$ cat config.mk
export PLATFORM = sky130hd
export DESIGN_NAME = div_ctrl
export DESIGN_NICKNAME = d
export VERILOG_FILES = /design/src/rtl/div_ctrl_pkg.sv /design/src/rtl/div_ctrl_step.sv /design/src/rtl/div_ctrl.sv
export SDC_FILE = /design/constraint.sdc
export NUM_CORES = 1
export LEC_CHECK = 0
export CORE_MARGIN = 1.5
export CORE_UTILIZATION = 30
export CTS_BUF_LIST = sky130_fd_sc_hd__clkbuf_8
export CTS_CLUSTER_DIAMETER = 50
export DETAILED_ROUTE_END_ITERATION = 12
export GPL_TIMING_DRIVEN = 0
export PLACE_DENSITY_LB_ADDON = 0.12
export RECOVER_POWER = 50
export SYNTH_ARGS = -nofsm -noshare
export SYNTH_HDL_FRONTEND = slang
export SYNTH_HIERARCHICAL = 1
export SYNTH_SLANG_ARGS = --single-unit
$ cat constraint.sdc
create_clock -name clk -period 4.46 [get_ports clk]
set_input_delay 0.892 -clock clk [delete_from_list [all_inputs] [get_ports clk]]
set_output_delay 0.892 -clock clk [all_outputs]
set_load 0.02 [all_outputs]
$ cat src/rtl/div_ctrl_pkg.sv
// Shared constants and types for the iterative divider: bus width, FSM encoding,
// counter sizing and the divide-by-zero quotient fill.
package div_ctrl_pkg;

  localparam int unsigned DataBusWidth = 32;

  // Every quotient bit takes this value on a divide by zero
  localparam logic DivZeroQuotFill = 1'b1;

  typedef enum logic [1:0] {
    StIdle    = 2'd0,
    StDivZero = 2'd1,
    StBusy    = 2'd2,
    StDone    = 2'd3
  } div_state_e;

  // Iteration counter must be able to hold WIDTH itself
  function automatic int unsigned cnt_width(int unsigned w);
    return $clog2(w) + 1;
  endfunction

endpackage

$ cat src/rtl/div_ctrl_step.sv
// One restoring shift-subtract step: shifts the next dividend bit into the partial
// remainder and subtracts the divisor when it fits.
module div_step
  import div_ctrl_pkg::*;
#(
  parameter int unsigned WIDTH = DataBusWidth
) (
  input  logic [WIDTH-1:0] rem_i,
  input  logic [WIDTH-1:0] divisor_i,
  input  logic             bit_i,
  output logic [WIDTH-1:0] rem_o,
  output logic             q_o
);

  logic [WIDTH:0] shifted;
  logic [WIDTH:0] diff;
  logic           unused_diff_msb;

  assign shifted         = {rem_i, bit_i};
  assign diff            = shifted - {1'b0, divisor_i};
  // rem_i < divisor_i always holds, so a successful subtraction fits in WIDTH bits
  assign unused_diff_msb = diff[WIDTH];

  always_comb begin
    q_o   = 1'b0;
    rem_o = shifted[WIDTH-1:0];
    if (shifted >= {1'b0, divisor_i}) begin
      q_o   = 1'b1;
      rem_o = diff[WIDTH-1:0];
    end
  end

endmodule

$ cat src/rtl/div_ctrl.sv
// Multi-cycle signed/unsigned divider controller: FSM, iteration counter,
// operand latches and sign fix-up around a single combinational div_step.
module div_ctrl
  import div_ctrl_pkg::*;
#(
  parameter int unsigned WIDTH = DataBusWidth
) (
  input  logic               clk,
  input  logic               rst,
  input  logic               start,
  input  logic               annul,
  input  logic               signed_div,
  input  logic [WIDTH-1:0]   operand_1,
  input  logic [WIDTH-1:0]   operand_2,
  output logic [2*WIDTH-1:0] result,
  output logic               ready,
  output logic               stall_req
);

  localparam int unsigned    CntW     = cnt_width(WIDTH);
  localparam logic [CntW-1:0] LastStep = CntW'(WIDTH - 1);

  div_state_e         state_q, state_d;
  logic [CntW-1:0]    cnt_q, cnt_d;
  logic [WIDTH-1:0]   dividend_q, dividend_d;
  logic [WIDTH-1:0]   divisor_q, divisor_d;
  logic [WIDTH-1:0]   rem_q, rem_d;
  logic               neg_quot_q, neg_quot_d;
  logic               neg_rem_q, neg_rem_d;
  logic [2*WIDTH-1:0] result_q, result_d;

  logic [WIDTH-1:0]   step_rem;
  logic               step_q;
  logic [WIDTH-1:0]   quot_u;
  logic [WIDTH-1:0]   quot_fix;
  logic [WIDTH-1:0]   rem_fix;
  logic [WIDTH-1:0]   abs_op1;
  logic [WIDTH-1:0]   abs_op2;

  div_step #(
    .WIDTH(WIDTH)
  ) u_div_step (
    .rem_i    (rem_q),
    .divisor_i(divisor_q),
    .bit_i    (dividend_q[WIDTH-1]),
    .rem_o    (step_rem),
    .q_o      (step_q)
  );

  // Quotient bits shift into the dividend register as dividend bits shift out
  assign quot_u   = {dividend_q[WIDTH-2:0], step_q};
  assign quot_fix = neg_quot_q ? -quot_u : quot_u;
  assign rem_fix  = neg_rem_q ? -step_rem : step_rem;

  assign abs_op1 = (signed_div && operand_1[WIDTH-1]) ? -operand_1 : operand_1;
  assign abs_op2 = (signed_div && operand_2[WIDTH-1]) ? -operand_2 : operand_2;

  always_comb begin
    state_d    = state_q;
    cnt_d      = cnt_q;
    dividend_d = dividend_q;
    divisor_d  = divisor_q;
    rem_d      = rem_q;
    neg_quot_d = neg_quot_q;
    neg_rem_d  = neg_rem_q;
    result_d   = result_q;

    if (annul) begin
      state_d = StIdle;
    end else begin
      case (state_q)
        StIdle: begin
          if (start) begin
            if (operand_2 == '0) begin
              state_d    = StDivZero;
              dividend_d = operand_1;
            end else begin
              state_d    = StBusy;
              dividend_d = abs_op1;
              divisor_d  = abs_op2;
              rem_d      = '0;
              cnt_d      = '0;
              neg_quot_d = (operand_1[WIDTH-1] ^ operand_2[WIDTH-1]) & signed_div;
              neg_rem_d  = operand_1[WIDTH-1] & signed_div;
            end
          end
        end
        StDivZero: begin
          result_d = {dividend_q, {WIDTH{DivZeroQuotFill}}};
          state_d  = StDone;
        end
        StBusy: begin
          dividend_d = quot_u;
          rem_d      = step_rem;
          cnt_d      = cnt_q + 1'b1;
          if (cnt_q == LastStep) begin
            state_d  = StDone;
            result_d = {rem_fix, quot_fix};
          end
        end
        StDone: begin
          if (!start) begin
            state_d = StIdle;
          end
        end
        default: state_d = StIdle;
      endcase
    end
  end

  always_ff @(posedge clk) begin
    if (rst) begin
      state_q    <= StIdle;
      cnt_q      <= '0;
      dividend_q <= '0;
      divisor_q  <= '0;
      rem_q      <= '0;
      neg_quot_q <= 1'b0;
      neg_rem_q  <= 1'b0;
      result_q   <= '0;
    end else begin
      state_q    <= state_d;
      cnt_q      <= cnt_d;
      dividend_q <= dividend_d;
      divisor_q  <= divisor_d;
      rem_q      <= rem_d;
      neg_quot_q <= neg_quot_d;
      neg_rem_q  <= neg_rem_d;
      result_q   <= result_d;
    end
  end

  assign result    = result_q;
  assign ready     = (state_q == StDone);
  assign stall_req = start & ~annul & (state_q != StDone);

endmodule

# Word level (Yosys, flattened, before mapping)
# Index checks and enable logic that the tools add are counted.
# totals
regBits	170
word_cells	65
inputBits	69
output_inout_bits	66
# op_classes
muxes	22
order_cmp	1
addsub	6
n_eq_ne	9
n_reduce_logical	12
n_bitwise	7
# op_table
operator	count
32-bit 2-to-1 mux	9
32-bit negator	4
32-bit case mux with 2 select lines	2
64-bit case mux with 2 select lines	1
64-bit 2-to-1 mux	1
33-bit by 32-bit greater-or-equal comparator with 1-bit output	1
32-bit logical NOT	1
32-bit subtractor	1
6-bit 2-to-1 mux	2
6-bit case mux with 2 select lines	1
2-bit != test, second input constant	5
3-bit AND reduction	3
2-bit 2-to-1 mux	4
2-bit case mux with 4 select lines	1
4-bit AND reduction	2
6-bit by 1-bit adder with 6-bit output, second input constant	1
6-bit by 5-bit equality test with 1-bit output, second input constant	1
1-bit AND	4
2-bit equality test, second input constant	2
2-bit nonzero test	2
2-bit by 1-bit equality test with 1-bit output, second input constant	1
1-bit logical AND	2
2-bit logical NOT	1
1-bit inverter	2
other kinds (3)	3

# Logic depth before layout (Yosys ltp)
# Gate-level depths: netlist of run 1.
# logic_depth
depth_word	6
mapped_depth	21
depth_no_buf	18

# By module
# Netlist of run 1, hierarchy kept.
# modules_own_cells
mod	cells_each	seq_area_each_um2	area_per_inst_um2	instances
div_ctrl	1186	3403.3	9439.1	1
div_step	323	0.0	2331.0	1

# Worst setup path after synthesis of run 1
# No wires, ideal clock.
# synth_timing
path_type	reg-to-reg
startpoint	register divisor_q[10]
endpoint	register result_q[62], in the netlist result[62]
path_slack_ps	-371
period_less_slack_ps	4831
required_ps	4343
arrival_time_ps	4714
path_stages_with_launch	21
setup_time_ps	117
path_buffers	3
path_cell_list	dfxtp_1 inv_1 ha_1 clkbuf_1 nand4_1 nor3_1 o211ai_1 nor4b_4 o21ai_2 a31oi_4 o21a_4 inv_2 buf_2 mux2_2 or4_4 or3_1 buf_6 or4_4 o31ai_4 mux2i_1 a22o_1
# synth_between
elab_chain_cells	6
word_cells_on_any_way	7
classes_between	add/sub: 2; order compare: 1; mux: 4
# synth_rtl
item	line_no	source
start, declared	div_ctrl.sv:26	logic [WIDTH-1:0] divisor_q, divisor_d;
start signal, assigned	div_ctrl.sv:125	divisor_q <= divisor_d;
32-bit subtractor / 33-bit by 32-bit greater-or-equal comparator with 1-bit output (equally long branches)	div_ctrl_step.sv:20, div_ctrl_step.sv:27	
32-bit 2-to-1 mux (*)	div_ctrl_step.sv:27	if (shifted >= {1'b0, divisor_i}) begin
via step_rem[15]	div_ctrl.sv:32	logic [WIDTH-1:0] step_rem;
32-bit negator (*)	div_ctrl.sv:53	assign rem_fix = neg_rem_q ? -step_rem : step_rem;
32-bit 2-to-1 mux (*)	div_ctrl.sv:53	
64-bit 2-to-1 mux (*)	div_ctrl.sv:96	if (cnt_q == LastStep) begin
64-bit case mux with 2 select lines (*)	div_ctrl.sv:71	case (state_q)
end signal, assigned	div_ctrl.sv:129	result_q <= result_d;
end, declared	div_ctrl.sv:30	logic [2*WIDTH-1:0] result_q, result_d;
# The timed path passes the listed nets; every way through them passes the cells marked *. The select of a mux whose other input is x is not followed.
# A chain may end at the register's enable or synchronous reset.

# Final worst setup path of run 1
# layout_timing
startpoint	register divisor_q[7]
endpoint	register result_q[62], in the netlist result[62]
# The elaborated chain is that of the path after synthesis.

==> results of run 1 <==
==> repair_timing <==
action                     in CTS  in global routing
setup endpoints to repair      39                 38
hold endpoints to repair        0                  0
cloned                          0                  0
gates resized for setup        88                 32
pin swaps                      38                 36
setup buffers                  26                  9
==> worst reg2reg max path, cell delays in order, from the launching register on <==
cell and delay (ns):
dfxtp_4 0.40, inv_4 0.04, ha_4 0.23, a21oi_4 0.14, a211oi_2 0.08, or3_4 0.40
nor4b_4 0.40, o21ai_2 0.14, a31oi_4 0.23, o21a_4 0.18, inv_4 0.04, buf_6 0.12
mux2_4 0.33, or4_4 0.55, or3_4 0.37, or4_4 0.47, buf_6 0.16, o31ai_4 0.23
mux2i_1 0.10, a22o_1 0.23
==> power groups by stage <==
stage | registers [uW] | logic [uW] | clock network, uW
finish | 1680 | 1440 | 1280
global route | 1690 | 1550 | 1360
CTS | 1680 | 1370 | 1300
detailed placement | 1720 | 1200 | 0
global placement | 1710 | 1190 | 0
floorplan | 1700 | 763 | 0
==> flip-flops by register name (all words and copies together) (netlist names) <==
| name | flops |
|---|---|
| dividend_q | 32 |
| state_q | 2 |
| cnt_q | 6 |
| neg_quot_q | 1 |
| neg_rem_q | 1 |
| rem_q | 32 |
| divisor_q | 32 |
| result | 64 |
==> cell type report <==
class	instances	area [um^2]
fillers	4072	23700
clock buffers	19	262
flip-flops and latches	170	3440
multi-input cells	1169	8140
plain buffers	102	430
repair buffers	167	1610
well taps	518	648
inverters	61	234
clock inverters	12	186
==> final timing paths <==
kind	start	end	slack, ns	depth (start not counted)
worst max-delay path	divisor_q[7]	result[62]	-0.45	19
worst min-delay path	result[40]	result[40]	0.45	2
worst max register to register	divisor_q[7]	result[62]	-0.45	19
worst min register to register	result[40]	result[40]	0.45	2
==> stage by stage <==
step                cells  utilization [%]
floorplan            1509                -
global placement     2159             35.7
detailed placement   2159             35.7
CTS                  2214             38.2
global route         2218             38.7
finish               2218             38.7
==> layout by cell type (no fill, tap or decap), types with 10 or more instances in the layout <==
cell | synthesis | final
a311oi_1 | 12 | 11
o22ai_1 | 38 | 38
dfxtp_1 | 170 | 155
buf_4 | 5 | 31
mux2_4 | 9 | 15
o21ai_0 | 42 | 36
and2_1 | 10 | 10
mux2i_1 | 36 | 34
or3_1 | 15 | 13
a21oi_1 | 135 | 131
or4_1 | 16 | 13
nand3_1 | 52 | 50
a21o_1 | 11 | 11
xor2_1 | 39 | 39
a211oi_1 | 69 | 66
nand2_1 | 119 | 119
nor4_1 | 21 | 19
nor2_1 | 149 | 147
ha_1 | 40 | 29
nor2b_1 | 10 | 10
ha_4 | 0 | 10
and3_1 | 32 | 32
a31oi_1 | 13 | 12
mux2_2 | 22 | 16
dlygate4sd3_1 | 0 | 67
clkbuf_1 | 85 | 84
clkdlybuf4s50_1 | 0 | 65
nor3_1 | 52 | 47
clkbuf_8 | 0 | 19
inv_1 | 60 | 57
xnor2_1 | 84 | 84
nand4_1 | 17 | 17
==> kinds of logic (layout without fill, tap and decap cells) <==
group                    count (synthesis)  in the layout  synth area share [%]
AND/OR/NAND/NOR                        528            528                  22.3
flip-flops                             170            170                  28.9
adder cells (fa/ha/maj)                 41             41                  4.42
AO/OA/AOI/OAI                          410            410                  22.9
multiplexers                            67             67                  6.31
buffers and inverters                  170            361                  5.95
XOR/XNOR                               123            123                  9.15
==> per-layer routing <==
layer	global-route usage [%]	wire length (um)	vias up
met3	3.70	2560	50
met2	34.0	20000	367
li1	-	-	5856
met5	0	0	-
met1	31.5	22000	5804
met4	5.77	820	0
==> results.toml, run 1 <==
[run_status]
outcome = "finished, violations left"
failed_checks = "negative setup slack"

[power_and_ir_drop]
p_leak_uw = 0.00546
ir_drop_v = 0.000167
powerDensity_nw_per_um2 = 294
p_comb_share_pct = 32.7
p_sw_share_pct = 35.5
power.switching_uw = 1560
finalPower_uw = 4400
power_frac_clock_pct = 29.0
p_int_uw = 2840
seq_power_share_pct = 38.3

[synth]
synth_top_cell_area_share_pct = 28.9
ys_seq_area_share_pct = 28.9
ys_dominant_reg_cell = "dfxtp_1"
synth.most_common_cell = "dfxtp_1"
yosys_warnings = 6
synthCells = 1509
yosysTopAreaCell = "dfxtp_1"
postSynth.asyncResetShare_pct = 0
avgSynthCellArea_um2 = 7.80
ys_seq_elements = 170
synthTopCellsByArea = "dfxtp_1 29%, xnor2_1 6.3%, a21oi_1 5.7%"
synth-edff-count = 0
netlist_area_um2 = 11800
synth_fp_nets = 1619
synth_commonest_cells = "170 x dfxtp_1, 149 x nor2_1, 135 x a21oi_1"
ys_types = 73

[layout]
n_antenna_cell = 0
fin_nets = 1798
area_growth_pct = 27.0
design_area_um2 = 15000
drive_above_1_share_pct = 12.4

[global_routing]
overflow = 0
grt_pass1_wl_mm = 68.9
gr-usage-all-layers_pct = 22.0
grt_max_degree = 17
antenna_found_initial = 1
grt_pass1_vias = 11400

[routing]
wl_per_cell_um = 20.4
routed-via-count = 12100
drtIter0Drc = 949
avgViaCountPerCell = 5.44
ant_nets = 0
wirelength_mm = 45.3
drc_errors = 0
firstDrtPassIters = 5

[timing]
fin_crit_ns = 4.91
final_hold_viol_count = 0
finClkSkew_ns = 0.0176
rsz0062_at_grt = "true"
setup_slack_ns = -0.453
worst_pin_slew_ns = 1.06
final_max_slew_viol_count = 0
finalSetupViolCount = 16
max_slew_margin_pct = 28.6
fmax_mhz = 204
whs_ns = 0.451
tns_ns = -3.95
period_share_pct = 110

[worst_setup_path]
start_kind = "flop"
crit_required_ns = 4.85
end_kind = "flop"
critPathMaxStageDelay_ns = 0.55
worstPathCellList = "inv_4 -> ha_4 -> a21oi_4 -> a211oi_2 -> or3_4 -> nor4b_4 -> o21ai_2 -> a31oi_4 -> o21a_4 -> inv_4 -> buf_6 -> mux2_4 -> or4_4 -> or3_4 -> or4_4 -> buf_6 -> o31ai_4 -> mux2i_1 -> a22o_1"
critPathSlowestCell = "or4_4"
crit_buf_inv = 4
path_max_fanout = 6
crit_type = "flop to flop"
crit_arrival_ns = 5.30
critical_path.top_delay_family = "simple AND/OR/NAND/NOR gates"

[floorplan]
num_rows = 72
start_util_pct = 30.5
ios = 135
dieWidth_um = 201
fp.dieArea_um2 = 40400
core_area_um2 = 38600
die_h_um = 201

[place]
place_area_um2 = 13800
dpl.hpwl_mm = 36.0
numPortBuffers = 132
place_congestion = 0.891
place_ws_ns = -0.956

[clocking]
clock-root-buffer = "clkbuf_8"
numCtsBuffers = 17
clk_latency_ns = 0.49
cts_tree = "built"
cts.sinks = 170
cts_buffer_depth = 2
h-tree-depth = 4
clkSlewWorstSetupHoldPaths_ns = 0.10
holdBufCountCts = 0

[worst_hold_path]
hold_path_class = "flop to flop"

[job]
cap_violations = 0
Power figures use the tool's default switching activity.
==> inputs of run 2 (changes only) <==
Clock period 4.46 ns to 4.85 ns, I/O delays scaled along.
==> run 2 against run 1 <==
- via count fell by 0.75%
- routed wire length about the same
- global-route usage is 0.083 points higher
- largest cell class unchanged
- maximum frequency increased by 2.1%
- setup slack better by 0.49 ns
- the run now ends clean
- clock-buffer cell count down 2
- power shrank 14%
- core utilization down 1.2 points
- combinational power down 17%
==> results.toml, run 2 (synthesized netlist as in run 1, its figures left out) <==
[run_status]
outcome = "complete, no violations"

[place]
numPortBuffers = 132
dpl.hpwl_mm = 35.7
place_congestion = 0.904
dpl.cell_count = 2159
place_area_um2 = 13700

[worst_setup_path]
path_depth = 19
crit_type = "flop to flop"
end_kind = "flop"
crit_buf_inv = 4
crit_required_ns = 5.29
path_max_fanout = 12
rrSetupSlack_ns = 0.04
worstPathCellList = "inv_1 -> ha_4 -> nand4_1 -> a211oi_2 -> or3_4 -> nor4b_4 -> o21ai_2 -> a31oi_4 -> o21a_4 -> inv_4 -> buf_6 -> buf_12 -> mux2_4 -> or4_4 -> or4_1 -> o31ai_2 -> mux2i_2 -> nand2_1 -> a21oi_1"
worst_r2r_endpoint = "result[57]"
critPathSlowestCell = "or4_4"
rr_worst_depth = 19
crit_arrival_ns = 5.25
critical_path.top_delay_family = "simple AND/OR/NAND/NOR gates"
start_kind = "flop"
critPathMaxStageDelay_ns = 0.60
r2r_start = "divisor_q[9]"

[layout]
stdcell_count = 2204
largest_reg_flops = 64
final_common_cell = "dfxtp_1"
area_growth_pct = 23.2
fin_nets = 1783
n_antenna_cell = 0
final_cell_mix = "161 x dfxtp_1, 149 x nor2_1, 133 x a21oi_1"
drive_above_1_share_pct = 9.43
fillers = 4126
design_area_um2 = 14500

[timing]
whs_ns = 0.454
final_max_slew_viol_count = 0
finClkSkew_ns = 0.0296
max_slew_margin_pct = 28.4
fin_crit_ns = 4.81
period_share_pct = 99.2
finalSetupViolCount = 0
rsz0062_at_grt = "true"
worst_pin_slew_ns = 1.07
tns_ns = 0
fmax_mhz = 208
final_hold_viol_count = 0

[clocking]
cts.sinks = 170
clock-root-buffer = "clkbuf_8"
clkSlewWorstSetupHoldPaths_ns = 0.11
h-tree-depth = 4
cts_tree = "built"
numCtsBuffers = 17
cts_buffer_depth = 2
clk_latency_ns = 0.51

[worst_hold_path]
hold_path_class = "flop to flop"
whs_path_depth = 2
worst_hold_startpoint = "result[41]"
holdPathEnd = "result[41]"

[job]
cap_violations = 0

[routing]
wl_per_cell_um = 20.6
drc_errors = 0
wirelength_mm = 45.3
routed-via-count = 12000
firstDrtPassIters = 5
avgViaCountPerCell = 5.44
ant_nets = 0
drtIter0Drc = 973

[floorplan]
num_rows = 72
fp.dieArea_um2 = 40400
ios = 135
die_h_um = 201
dieWidth_um = 201
core_area_um2 = 38600
start_util_pct = 30.5

[power_and_ir_drop]
ir_drop_v = 0.000198
powerDensity_nw_per_um2 = 261
p_leak_uw = 0.00530

[global_routing]
antenna_found_initial = 0
gr-usage-all-layers_pct = 22.1
overflow = 0
grt_pass1_vias = 11300
grt_max_degree = 17
grt_pass1_wl_mm = 68.7
-- run 2: worst max path at each step --
stage                             start          to  slack (ns)
after detailed placement  divisor_q[10]  result[62]       -0.84
after CTS                  divisor_q[7]  result[58]       0.003
after floorplan           divisor_q[10]  result[62]        0.02
final                      divisor_q[9]  result[57]        0.04
after global routing       divisor_q[7]  result[57]       -0.15
after global placement    divisor_q[10]  result[62]       -0.83
-- run 2: final cells by class --
| type | count | area, um^2 | area share [%] |
|---|---|---|---|
| well taps | 518 | 648 | 4.47 |
| inverters | 61 | 234 | 1.61 |
| clock buffers | 17 | 234 | 1.61 |
| clock inverters | 15 | 145 | 1.00 |
| plain buffers | 100 | 424 | 2.93 |
| flip-flops and latches | 170 | 3420 | 23.6 |
| multi-input cells | 1169 | 7910 | 54.5 |
| repair buffers | 154 | 1480 | 10.2 |
-- run 2: worst register-to-register path, cell delays in order, from the launching register on --
cell	delay [ns]
dfxtp_2	0.40
inv_1	0.09
ha_4	0.24
nand4_1	0.11
a211oi_2	0.05
or3_4	0.39
nor4b_4	0.35
o21ai_2	0.14
a31oi_4	0.21
o21a_4	0.18
inv_4	0.05
buf_6	0.15
buf_12	0.16
mux2_4	0.34
or4_4	0.60
or4_1	0.44
o31ai_2	0.26
mux2i_2	0.32
nand2_1	0.10
a21oi_1	0.17
-- run 2: what timing repair did --
action | in CTS | in global routing
buffers inserted | 11 | 11
resized for setup | 40 | 29
setup endpoints to repair | 20 | 16
hold buffers | 0 | 0
endpoints found under the hold margin | 0 | 0
cloned | 0 | 0
pin swaps | 11 | 9
-- run 2: through the flow --
step | power, uW | setup slack (ns) | util (%)
2_1_floorplan | 2260 | 0.0188 | -
3_3_place_gp | 2670 | -0.830 | 35.6
3_5_place_dp | 2670 | -0.841 | 35.6
4_1_cts | 3750 | 0.00310 | 37.2
5_1_grt | 3970 | -0.154 | 37.5
6_report | 3780 | 0.0406 | 37.5
-- run 2: routing by layer --
layer | global-route usage (%) | routed length (um) | vias to the layer above
met5 | 0 | 0 | -
met4 | 6.85 | 1090 | 0
met3 | 3.18 | 2490 | 55
met2 | 33.9 | 19500 | 368
met1 | 31.7 | 22200 | 5731
li1 | - | - | 5833
-- run 2: where the power goes --
group	switching [uW]	total (uW)	leakage (uW)	internal (uW)
clock network	620	1040	0.000202	417
registers	80.6	1540	0.00139	1460
logic	724	1200	0.00371	478
total	1430	3780	0.00530	2360
==> inputs of run 3 (changes only) <==
Settings changed: ABC_CLOCK_PERIOD_IN_PS set to 4850, CTS_CLUSTER_DIAMETER 50 to 150.
==> results of run 3 <==
Same layout as run 2: the final DEF is identical, and so are final timing and power.
